## config.mk

```make
export PLATFORM = sky130hd
export DESIGN_NAME = apb_ram
export DESIGN_NICKNAME = d
export VERILOG_FILES = /design/src/rtl/apb_ram.sv
export SDC_FILE = /design/constraint.sdc
export NUM_CORES = 2
export LEC_CHECK = 0
export ABC_AREA = 1
export BUFFER_PORTS_ARGS = -buffer_cell sky130_fd_sc_hd__buf_2
export CAP_MARGIN = 20
export CORE_UTILIZATION = 30
export CTS_BUF_LIST = sky130_fd_sc_hd__clkbuf_8
export CTS_CLUSTER_SIZE = 25
export DETAILED_ROUTE_END_ITERATION = 12
export PLACE_DENSITY = 0.5
export SYNTH_ARGS = -nofsm -noshare
export SYNTH_HDL_FRONTEND = slang
export SYNTH_SLANG_ARGS = --single-unit
```

## constraint.sdc

```tcl
create_clock -name pclk -period 49.6 [get_ports pclk]
set_clock_uncertainty 0.05 [all_clocks]
set_input_delay 7.44 -clock pclk [delete_from_list [all_inputs] [get_ports pclk]]
set_output_delay 7.44 -clock pclk [all_outputs]
set_load 0.03 [all_outputs]
```

## src/rtl/apb_ram.sv

```systemverilog
// -----------------------------------------------------------------------------
// apb_ram
//   APB3 completer in front of a small word-addressed RAM of DEPTH words.
//   Every transfer takes three cycles: setup, one wait cycle with pready low,
//   then the access cycle with pready high. Out-of-range addresses complete
//   with pslverr and never touch the RAM. All outputs are registered.
//
// Ports
//   pclk      in   1       clock, rising edge
//   preset_n  in   1       asynchronous reset, active-high (1 = in reset)
//   psel      in   1       completer select
//   penable   in   1       access-phase strobe
//   pwrite    in   1       1 = write, 0 = read
//   paddr     in   ADDR_W  word address
//   pwdata    in   DATA_W  write data
//   prdata    out  DATA_W  read data, valid while pready=1 on a read
//   pready    out  1       transfer complete
//   pslverr   out  1       error, valid while pready=1
// -----------------------------------------------------------------------------
module apb_ram #(
    parameter int ADDR_W = 32,
    parameter int DATA_W = 32,
    parameter int DEPTH  = 32
) (
    input  logic              pclk,
    input  logic              preset_n,
    input  logic              psel,
    input  logic              penable,
    input  logic              pwrite,
    input  logic [ADDR_W-1:0] paddr,
    input  logic [DATA_W-1:0] pwdata,
    output logic [DATA_W-1:0] prdata,
    output logic              pready,
    output logic              pslverr
);

    localparam int                IDX_W   = (DEPTH > 1) ? $clog2(DEPTH) : 1;
    localparam logic [ADDR_W-1:0] DEPTH_A = ADDR_W'(DEPTH);

    typedef enum logic [1:0] {
        IDLE   = 2'd0,
        SETUP  = 2'd1,
        ACCESS = 2'd2
    } state_t;

    state_t            state_q, state_d;
    logic [DATA_W-1:0] prdata_q, prdata_d;
    logic              pready_q, pready_d;
    logic              pslverr_q, pslverr_d;
    logic [DATA_W-1:0] mem_q [DEPTH];
    logic [DATA_W-1:0] mem_d [DEPTH];

    logic              addr_err;
    logic [IDX_W-1:0]  idx;
    logic              wr_en;

    // Range check on the full paddr so aliased upper bits are flagged as
    // errors rather than wrapping onto a low word.
    assign addr_err = (paddr >= DEPTH_A);
    assign idx      = paddr[IDX_W-1:0];

    // Next-state, output and write-enable decode
    always_comb begin
        state_d   = state_q;
        prdata_d  = prdata_q;
        pready_d  = pready_q;
        pslverr_d = pslverr_q;
        wr_en     = 1'b0;

        case (state_q)
            IDLE: begin
                // An X on psel fails this test and keeps us idle.
                if (psel && !penable) begin
                    state_d = SETUP;
                end
            end

            SETUP: begin
                if (psel) begin
                    state_d   = ACCESS;
                    pready_d  = 1'b1;
                    pslverr_d = addr_err;
                    if (!pwrite) begin
                        prdata_d = addr_err ? '0 : mem_q[idx];
                    end
                end else begin
                    state_d = IDLE;
                end
            end

            ACCESS: begin
                pready_d  = 1'b0;
                pslverr_d = 1'b0;
                // A completing transfer has penable=1 on this edge, so the
                // next setup phase (psel=1, penable=0) is picked up from IDLE
                // one cycle later; that keeps every transfer at three cycles.
                state_d   = IDLE;
                if (psel && penable) begin
                    // pslverr_q still holds the range result from SETUP.
                    wr_en = pwrite && !pslverr_q;
                end
                // Otherwise the requester dropped psel/penable mid-access:
                // the transfer is abandoned without a write.
            end

            default: begin
                state_d = IDLE;
            end
        endcase
    end

    // RAM next-value: only the addressed word changes on a committed write
    always_comb begin
        mem_d = mem_q;
        if (wr_en) begin
            mem_d[idx] = pwdata;
        end
    end

    // State, output and RAM registers
    always_ff @(posedge pclk or posedge preset_n) begin
        if (preset_n) begin
            state_q   <= IDLE;
            prdata_q  <= '0;
            pready_q  <= 1'b0;
            pslverr_q <= 1'b0;
            for (int i = 0; i < DEPTH; i++) begin
                mem_q[i] <= '0;
            end
        end else begin
            state_q   <= state_d;
            prdata_q  <= prdata_d;
            pready_q  <= pready_d;
            pslverr_q <= pslverr_d;
            mem_q     <= mem_d;
        end
    end

    assign prdata  = prdata_q;
    assign pready  = pready_q;
    assign pslverr = pslverr_q;

endmodule

```

-- Word level (Yosys, flattened, before mapping)
Index checks and enable logic that the tools add are counted.
- flip-flop bits (word level): 1060
- input bits: 69
- output and inout port bits: 34
- logic and storage cells: 71
- magnitude comparators: 3
- equality and inequality tests: 4
- muxes and demuxes: 16
- bitwise gates (word level): 2
- reduce and logical (&&, ||, !) cells: 10
- operator list (cell ; number):
    $bwmux 1024 ; 1
    $bmux 32 s5 ; 1
    $demux 32 s5 ; 1
    $mux 32 ; 4
    $ge 32x6->1 const B ; 1
    $ge 6x6->1 const B ; 1
    $lt 6x1->1 const B ; 1
    $not 5->6 ; 1
    $logic_and 1x1->1 ; 4
    $mux 1 ; 4
    $mux 2 ; 2
    $ne 2x2->1 const B ; 2
    $pmux 1 s2 ; 2
    $pmux 2 s2 ; 1
    $reduce_and 3->1 ; 1
    $eq 2x1->1 const B ; 1
    $eq 2x2->1 const B ; 1
    $logic_not 1->1 ; 2
    $logic_not 2->1 ; 1
    $reduce_and 2->1 ; 1
    $reduce_bool 2->1 ; 1
    $not 1->1 ; 1

-- Logic depth before layout (Yosys ltp)
- word-level depth: 6
- depth in mapped cells: 13
- mapped depth without buffers: 11

-- Worst setup path after synthesis
OpenSTA, ideal clock, no wires.
- path kind: input port to flip-flop
- start: in paddr[1]
- end: reg mem_q[934] (netlist bit)
- setup time: 0.117 ns
- arrival: 8.832 ns
- required time: 49.433 ns
- slack: 40.601 ns
- stages: 10
- path buffers: 3
- cell sequence: buf_2 -> inv_2 -> nor2_2 -> inv_1 -> nor2_2 -> nand2_1 -> buf_2 -> buf_1 -> nand2_1 -> nand2_1
- word-level cells in the longest chain between the ends: 6
- elaborated cells between the ends (all ways): 7
- those cells by class: 2 x order compare; 3 x mux; 1 x bitwise; 1 x reduce/logical
- RTL lines (item ; line ; source):
    from (decl) ; 30 ; input logic [ADDR_W-1:0] paddr,
    $not 5->6 (implied by the code) (*) ; 116 ; mem_d[idx] = pwdata;
    $ge 6x6->1 (implied by the code) or $lt 6x1->1 (tied branches) ; 116 ;
    $logic_and 1x1->1 (implied by the code) ; 116 ;
    $mux 32 (implied by the code) ; 116 ;
    $demux 32 s5 (*) ; 116 ;
    $bwmux 1024 (*) ; 116 ;
    to (signal assigned) ; 135 ; mem_q <= mem_d;
    to (decl) ; 50 ; logic [DATA_W-1:0] mem_q [DEPTH];
Mark *: on every way between the ends. The rest lies on a longest branch, timed or not.
A chain may end at the register's enable or synchronous reset.

-- Final worst setup path
- start: in pwrite
- end: reg mem_q[404] (netlist bit)
- word-level cells in the longest chain between the ends: 3
- RTL lines (item ; line ; source):
    from (decl) ; 29 ; input logic pwrite,
    $logic_and 1x1->1 ; 100 ; wr_en = pwrite && !pslverr_q;
    $mux 1 ; 98 ; if (psel && penable) begin
    $mux 1 ; 70 ; case (state_q)
No other way between the ends.

==> run metrics <==
Post-synth ARST share=100%; Root Driver=clkbuf_8; critical path required time=50.31 ns; H-Tree Depth=4; post-synthesis register bit count=1060; final hold vios=0; RePlAce Congestion=around 0.8; die width=~420 µm; Slew Limit Headroom=21.2%; CTS tree=built; synthesized cell area=between 0.05 and 0.06 mm²; critical path class=primary input to flip-flop; Synth Flop Type=dfrtp_1; DRC violations left=0; Clk network pwr share=44.7%; met2 routed wirelength=86600 µm; Max IR drop VDD=about 0.024 mV; Critical Path AT=11.32 ns; RSZ-0062 raised after global routing=no; layout cell share with drive strength beyond 1=6.77%; Comb power frac=5.9%; Post-CTS Setup Inserts=0; outcome=finished, final reports clean; max-slew violations=0; cts-stage hold buffer count=0; final net count=~7400; antenna violations before repair=19; first-pass GRT wire length=280000 µm; Seq/Total Area, Yosys=between 50% and 60%; Period Utilization, post-route=21.4%; critical path, cell by cell=buf_2, inv_1, nor3_1, nand2_1, inv_8, buf_4, nand2_4, nor2_1, a21oi_1; fin util=between 30 and 40%; WL final=186000 µm; die area=0.176 mm²; core box area=0.172 mm²; Fmax=94.2 MHz; setup tns final=0 ns; syn_area_per_cell=7.03 µm²; vias per cell=4.68; Distinct cells, synth=23; Max Used Layer=met5; top post-synthesis cells by area=dfrtp_1 51%, nand2_1 20%, a21oi_1 7.3%; Worst Tran Pin Value=around 1.2 ns; post-CTS sizing=0; clock buffer depth=3; DP HPWL=99600 µm; CP Max Fanout=111; IO Pins=103; port bufs=102; WL met1=85100 µm; Crit-path slowest cell=buf_4; Synth Warn #=0; Int Pwr=0.00129 W; Final setup viols=0; number of synthesized flops with an enable pin=0; Fillers=18742; total track usage=21.2%; drt pass-1 iters=6; max_cap viols=0; largest net degree at the start of global routing=185; post-DR wirelength/cell=19.1 µm; Mapped Cells=7441; Iter 0 DRT Violations=4138; Sw Pwr=approximately 0.00047 W; min cycle time layout=about 11 ns; clk_lat worst skew=between 0.9 and 1 ns; Worst Setup End Kind=flip-flop; Net Sw Frac=26.8%; Yosys top cell by area=dfrtp_1; most frequent cells in the layout=2816 x nand2_1, 1060 x dfrtp_1, 947 x nor2_1; PD cells=between 30 and 40 mW/mm²; Leakage=about 33 nW; worst path bufs/invs=4; final antenna-violating net count=0; clock sinks=~1100; global route overflow=0; crit path launch type=primary input; CP max stage delay=0.85 ns; Initial Util=between 30% and 40%; Vert. Die Dim=around 420 µm; commonest non-fill, non-tap cell in the layout=nand2_1; CP delay by family, top=simple AND/OR/NAND/NOR gates; Sequential Power Share=between 40% and 50%; Via Count=about 46000; floorplan row count=152; CTS buffer count=around 180; Area growth, synth to finish=11.4%; Yosys top cell area share=50.7%; Mapped Nets=7510; vias in the first global route=43371; clk slew on worst S/H paths=0.06 ns; Hold Path Class=flip-flop to flip-flop; met3 WL=~9600 µm
==> cells by family after synthesis <==
kind of cell / Yosys count / synth area share, %
AOI/OAI and AO/OA: 957 / 9.20
DFF: 1060 / 50.7
and+or+nand+nor: 4119 / 30.6
buffers and inverters: 1305 / 9.50
==> cell type report <==
class                   instances  area (µm²)  area share, %
multi-input cells            5076       21000           36.1
well taps                    2310        2890           4.96
clock buffers                 220        3030           5.20
clock inverters                99         483          0.830
inverters                     790        3000           5.14
repair buffers                183        1280           2.19
flip-flops and latches       1060       26500           45.6
diodes                          5        12.5         0.0215
==> stage by stage <==
step | setup WS [ns] | total power [W] | hold WS, ns | instance area, µm² | instances
after global placement | 38.01 | 0.000990 | 0.381 | 54600 | 9414
after detailed placement | 37.97 | 0.000991 | 0.373 | 54600 | 9415
after global routing | 38.84 | 0.00183 | 0.384 | 58200 | 9741
after CTS | 39.00 | 0.00178 | 0.384 | 58100 | 9734
after floorplan | 12.27 | 0.000950 | 0.356 | 52300 | 7441
final | 38.99 | 0.00176 | 0.380 | 58200 | 9743
==> sequential cells by signal, summed over array words and instances (netlist names) <==
register / count
mem_q: 1024
pready: 1
state_q: 2
pslverr: 1
prdata: 32
==> power by group through the flow <==
| stage | Clock (W) | Sequential (W) | Combinational [W] |
|---|---|---|---|
| 6_report | 0.000789 | 0.000871 | 0.000103 |
| 3_3_place_gp | 0 | 0.000886 | 0.000104 |
| 2_1_floorplan | 0 | 0.000889 | 0.0000615 |
| 5_1_grt | 0.000846 | 0.000871 | 0.000113 |
| 4_1_cts | 0.000809 | 0.000871 | 0.000104 |
| 3_5_place_dp | 0 | 0.000886 | 0.000104 |
==> worst reg2reg max path, cell delays in order (launching register included) <==
cell,delay (ns)
dfrtp_1,0.39
nor3_1,0.19
nand2_1,0.56
inv_8,0.77
buf_4,0.97
nand2_4,0.85
nor2_1,0.32
a21oi_1,0.06
==> cells in the mapped netlist (8+ instances only) <==
| cell | number |
|---|---|
| nand2_1 | 2846 |
| nor2_1 | 957 |
| clkbuf_1 | 395 |
| inv_1 | 776 |
| o21ai_0 | 183 |
| a21oi_1 | 766 |
| dfrtp_1 | 1060 |
| nand3_1 | 290 |
| buf_1 | 69 |
| nor2_2 | 8 |
| inv_2 | 13 |
| buf_2 | 50 |
==> final timing paths <==
path	slack (ns)	start	cells past startpoint	to
max	38.99	pwrite	9	mem_q[404]
min in group asynchronous	6.58	preset_n	2	mem_q[824]
max in group asynchronous	39.70	preset_n	5	mem_q[386]
min	0.38	state_q[1]	1	state_q[0]
max reg2reg	45.26	pslverr	7	mem_q[404]
min reg2reg	0.38	state_q[1]	1	state_q[0]
==> layer usage <==
metal | vias up | track usage, %
met2 | 1171 | 34.5
met1 | 21902 | 28.9
met4 | 6 | 6.60
met5 | - | 0
met3 | 294 | 3.01
li1 | 22214 | -
Note: power is estimated with default switching activity, not from simulation.
